File: src/rtl/grf_scoreboard.sv
`default_nettype none
// ============================================================================
// Module      : grf_scoreboard
// Description : 32 x DATA_W MIPS general register file with two combinational
//               read ports, one write-back port and a per-register
//               pending-write scoreboard (saturating counters) that decode
//               uses to stall on in-flight writes.
// Option      : GRF_WB_BYPASS_EN - same-cycle write-back to read bypass.
// Revision    : 1.0 - initial release
// ============================================================================
module grf_scoreboard #(
  parameter int DATA_W = 32,
  parameter int PEND_W = 2
) (
  input  logic              clk,
  input  logic              reset_n,
  input  logic [4:0]        RA1,
  input  logic [4:0]        RA2,
  output logic [DATA_W-1:0] RD1,
  output logic [DATA_W-1:0] RD2,
  input  logic [4:0]        WA,
  input  logic [DATA_W-1:0] WD,
  input  logic              We,
  input  logic              issue_valid,
  input  logic [4:0]        issue_addr,
  output logic              busy1,
  output logic              busy2,
  output logic              issue_full
);

  localparam logic [PEND_W-1:0] C_CNT_MAX = '1;
  localparam logic [PEND_W-1:0] C_CNT_ONE = PEND_W'(1);

  // $0 is hard-wired to zero, so only entries 1..31 are stored.
  logic [DATA_W-1:0] r_grf [1:31];
  logic [PEND_W-1:0] r_cnt [1:31];

  logic              w_inc;
  logic [PEND_W-1:0] w_cnt1;
  logic [PEND_W-1:0] w_cnt2;
  logic [PEND_W-1:0] w_cnt_issue;
  logic              w_hit1;
  logic              w_hit2;

  // An issue is accepted only for a real destination whose counter has room.
  assign w_inc = issue_valid && (issue_addr != 5'd0) && !issue_full;

  generate
    for (genvar i = 1; i < 32; i++) begin : g_reg
      localparam logic [4:0] C_IDX = 5'(i);
      logic w_inc_i;
      logic w_dec_i;

      assign w_inc_i = w_inc && (issue_addr == C_IDX);
      // A retire on an idle counter still writes the data but leaves the count at 0.
      assign w_dec_i = We && (WA == C_IDX) && (r_cnt[i] != '0);

      // Register storage: written by the write-back port.
      always_ff @(posedge clk or negedge reset_n) begin
        if (!reset_n) begin
          r_grf[i] <= '0;
        end else if (We && (WA == C_IDX)) begin
          r_grf[i] <= WD;
        end
      end

      // Pending-write counter: issue increments, retire decrements, both cancel.
      always_ff @(posedge clk or negedge reset_n) begin
        if (!reset_n) begin
          r_cnt[i] <= '0;
        end else if (w_inc_i && !w_dec_i) begin
          r_cnt[i] <= r_cnt[i] + C_CNT_ONE;
        end else if (w_dec_i && !w_inc_i) begin
          r_cnt[i] <= r_cnt[i] - C_CNT_ONE;
        end
      end
    end
  endgenerate

  // Read ports, busy flags and issue-full lookup; address 0 reads as idle zero.
  always_comb begin
    RD1         = '0;
    RD2         = '0;
    w_cnt1      = '0;
    w_cnt2      = '0;
    w_cnt_issue = '0;
    w_hit1      = 1'b0;
    w_hit2      = 1'b0;
    if (RA1 != 5'd0) begin
      RD1    = r_grf[RA1];
      w_cnt1 = r_cnt[RA1];
    end
    if (RA2 != 5'd0) begin
      RD2    = r_grf[RA2];
      w_cnt2 = r_cnt[RA2];
    end
    if (issue_addr != 5'd0) begin
      w_cnt_issue = r_cnt[issue_addr];
    end
`ifdef GRF_WB_BYPASS_EN
    // Reset gating keeps a live write-back from leaking through while in reset.
    w_hit1 = reset_n && We && (WA == RA1) && (WA != 5'd0);
    w_hit2 = reset_n && We && (WA == RA2) && (WA != 5'd0);
    if (w_hit1) begin
      RD1 = WD;
    end
    if (w_hit2) begin
      RD2 = WD;
    end
`endif
    // A retire of the last pending write only masks busy when it is bypassed.
    busy1      = (w_cnt1 != '0) && !(w_hit1 && (w_cnt1 == C_CNT_ONE));
    busy2      = (w_cnt2 != '0) && !(w_hit2 && (w_cnt2 == C_CNT_ONE));
    issue_full = (w_cnt_issue == C_CNT_MAX);
  end

endmodule
`default_nettype wire
File: config.mk
export PLATFORM = sky130hd
export DESIGN_NAME = grf_scoreboard
export DESIGN_NICKNAME = d
export VERILOG_FILES = /design/src/rtl/grf_scoreboard.sv
export SDC_FILE = /design/constraint.sdc
export NUM_CORES = 2
export LEC_CHECK = 0
export CAP_MARGIN = 20
export CORE_ASPECT_RATIO = 0.7
export CORE_MARGIN = 2
export CORE_UTILIZATION = 45
export CTS_CLUSTER_SIZE = 16
export DETAILED_ROUTE_END_ITERATION = 8
export REMOVE_ABC_BUFFERS = 1
export SLEW_MARGIN = 20
export SYNTH_ARGS = -nofsm -noshare
export SYNTH_HDL_FRONTEND = slang
export SYNTH_SLANG_ARGS = --single-unit
File: constraint.sdc
create_clock -name clk -period 2.49 [get_ports clk]
set_input_delay 0.3735 -clock clk [delete_from_list [all_inputs] [get_ports clk]]
set_output_delay 0.3735 -clock clk [all_outputs]
set_load 0.005 [all_outputs]
==> out/results.ini <==
[sta]
setup_repair_after_global_routing_missed_its_margin = true
timing_hold_violations_final = 0
timing.final.ws_setup_ns = -0.576
slew_violations = 0
min_period_over_period = 1.23
fmaxAchievable_mhz = 326
finalSetupViolations = 75
crit_path_time_final_ns = 3.07
timing.setup.tns_ns = -29.06
tightestPinTransition_ns = 0.853
timing.clock.skew_ns = 0.0130
timing.max_slew.rel_slack = 0.431

[place]
portBuffers = 122
post-dp-hpwl_um = 117000
gp_congestion = 0.876

[pwr]
maximum_ir_drop_on_the_vdd_rail_v = 0.000608
design_power_total_w = 0.0560
static-leakage-power_nw = 30.7
powerDensity_nw_per_um2 = 796

[setup_path]
element_type_at_the_critical_path_end = primary output
critical_path.top_delay_family = multiplexers
path_buf_inv = 2
r2r-start = r_cnt[53]$_DFFE_PN0P_
crit_path_cell_trace = buf_6 > mux4_2 > mux4_2 > mux2_4 > buf_6
critPathMaxStageDelay_ns = 0.57
crit_type = reg2out
worst_setup_path_start_kind = register
crit_path_max_fanout = 2
reg2regPathDepth = 14
r2r_slack_ns = -0.11
cp_slowest_cell = mux4_2
arrival_ns = 2.69
critPathRequiredTime_ns = 2.12
timing.critical_path.depth = 5
crit-reg2reg-capture = r_cnt[49]$_DFFE_PN0P_

[yosys]
netlist_top_cells_area = dfrtp_1 46%, mux2_2 22%, mux4_2 22%, clkbuf_1 1.5%, xor2_1 0.95%
yosys_warning_count = 0
flop_and_latch_count_out_of_synthesis = 1054
post_synth_inst_count = 3726
async_set_or_reset_register_ratio_after_synthesis = 1.00
syn-cell-area_um2 = 57300
synth.top_cell.area_share = 0.460
synthFlopType = dfrtp_1
post_synth_edffs = 0
yosysUniqueCellTypes = 52
synthTopCellsByCount = 1,119 x mux2_2, 1,054 x dfrtp_1, 558 x mux4_2
synth_sequential_area_ratio = 0.460
most_numerous_cell_in_the_yosys_netlist = mux2_2
synth_top_area_cell = dfrtp_1
synth_area_per_cell_um2 = 15.4

[finish]
nFillCells = 10150
final_layout_size_suffix_gt1_frac = 0.621
area_delta_synth_final_pct = 22.8
nNetsFinal = 4265

[run_status]
outcome = finished, violations left
failed_checks = negative setup slack

[cts]
h-tree-depth = 3
cts-root-buf = clkbuf_16
clkSlewWorstSetupHoldPaths_ns = 0.07
cts_inserted_buffers = 108
max-clock-path-buffers = 3
worstSkewPairLatency_ns = 0.74
numClockSinks = 1054
tritoncts = done

[grt]
antenna_found_initial = 2
grt_first_pass_wirelength_um = 266000
maximum_number_of_pins_on_one_net_before_global_route_repair = 100
globalRouteOverflowTotal = 0
grt_pass1_vias = 37963
globalRouteTotalUtil = 0.279

[hold_path]
worst_hold_path_type = in2async

[die]
die_width_um = 430
dieArea_um2 = 130000
ioPinCount = 123
core-area_um2 = 126000
rows = 109
die-height_um = 303
floorplan.initialDensity = 0.454

[route]
remaining_drc_errors = 0
detailroute.via_count = 37112
drt.antenna.violating_nets = 0
dr.first_iter.drc_count = 2967
post_drt_via_cell_ratio = 6.25
wire_per_inst_um = 30.3
drtPass1Iterations = 7
finalWirelength_um = 180000

[job]
maxCapViolations = 0

[worst register-to-register path, stage by stage, from the launching register on]
cell and delay [ns]:
dfrtp_1 0.40, buf_6 0.13, nand2_4 0.06, o211ai_1 0.29, nand3_2 0.17, buf_6 0.15, buf_6 0.11, a211oi_4 0.22
buf_6 0.22, buf_4 0.14, nor4_4 0.04, ha_2 0.23, xor2_2 0.14, nor2_2 0.09, xor2_1 0.14
[worst max path at each step]
stage,startpoint,slack [ns],to
after floorplan,We,-1.41,r_cnt[7]$_DFFE_PN0P_
after global placement,RA2[0],-1.00,busy2
after detailed placement,RA2[0],-1.00,busy2
after CTS,r_grf[826]$_DFFE_PN0P_,-0.62,RD2[26]
after global routing,r_grf[826]$_DFFE_PN0P_,-0.67,RD2[26]
final,r_grf[826]$_DFFE_PN0P_,-0.58,RD2[26]
[cell families (layout without fill, tap and decap cells)]
kind of cell	count (synthesis)	count (layout)	synth area share
fa+ha+maj	31	31	0.00677
compound gates	177	177	0.0237
other cells	0	2	0
flops	1054	1054	0.460
simple gates	273	273	0.0218
buf+inv	397	941	0.0296
mux	1701	1701	0.444
xor+xnor	93	93	0.0142
[what timing repair did]
item / in CTS / in global routing
setup endpoints to repair: 75 / 78
resized for setup: 447 / 60
hold buffers: 1 / 0
pin swaps: 39 / 54
buffers inserted: 27 / 18
endpoints found under the hold margin: 65 / 0
[through the flow]
| stage | hold WS, ns | utilization | std cells | instance area (µm²) | worst slack (ns) |
|---|---|---|---|---|---|
| 2_1_floorplan | 0.0779 | - | 3336 | 55600 | -1.41 |
| 3_3_place_gp | 0.359 | 0.518 | 5687 | 65400 | -1.00 |
| 3_5_place_dp | 0.356 | 0.518 | 5687 | 65400 | -1.00 |
| 4_1_cts | 0.166 | 0.554 | 5917 | 69900 | -0.616 |
| 5_1_grt | 0.201 | 0.557 | 5936 | 70300 | -0.668 |
| 6_report | 0.192 | 0.557 | 5937 | 70300 | -0.576 |
[state kept, by name, indices dropped and copies added (netlist names)]
register	count
r_cnt	62
r_grf	992
[area by class of cell]
| class | count | area (µm²) | area share |
|---|---|---|---|
| multi-input combinational | 2275 | 30100 | 0.428 |
| sequential | 1054 | 26400 | 0.375 |
| timing repair buffer | 732 | 7940 | 0.113 |
| clock buffer | 151 | 3090 | 0.0439 |
| tap | 1665 | 2080 | 0.0296 |
| clock inverter | 51 | 729 | 0.0104 |
| inverter | 7 | 31.3 | 0.000445 |
| antenna | 2 | 5.00 | 0.0000712 |
[where the power goes]
part | leakage (nW) | internal (W) | switching (W) | total [W]
Clock | 1.87 | 0.0103 | 0.00740 | 0.0177
Sequential | 13.4 | 0.0208 | 0.00281 | 0.0236
Combinational | 15.4 | 0.00924 | 0.00551 | 0.0147
Total | 30.7 | 0.0403 | 0.0157 | 0.0560
[layer usage]
metal | vias up | routed length, µm | track usage | part of all wire
met5 | - | 0 | 0 | 0
met4 | 0 | 6250 | 0.0922 | 0.035
met3 | 313 | 13300 | 0.0650 | 0.074
met2 | 1345 | 80100 | 0.415 | 0.44
met1 | 20098 | 80300 | 0.405 | 0.45
li1 | 15356 | - | - | -
[cells in the final DEF (no fill, tap or decap), drive strengths merged, types with 8 or more instances in the layout]
master,n
nand3b,8
bufinv,15
o21ai,23
a221oi,12
inv,12
xor2,62
clkdlybuf4s50,45
o211ai,12
a22o,54
mux2i,24
nor3,22
or2,9
ha,31
o22ai,11
mux2,1119
nand2,47
clkinv,26
xnor2,31
buf,686
nand3,19
a221o,12
nor2,126
nor2b,13
mux4,558
nor4,10
a21oi,14
clkbuf,151
dfrtp,1054
a22oi,8
No activity file was read; power rests on OpenSTA's default activity.
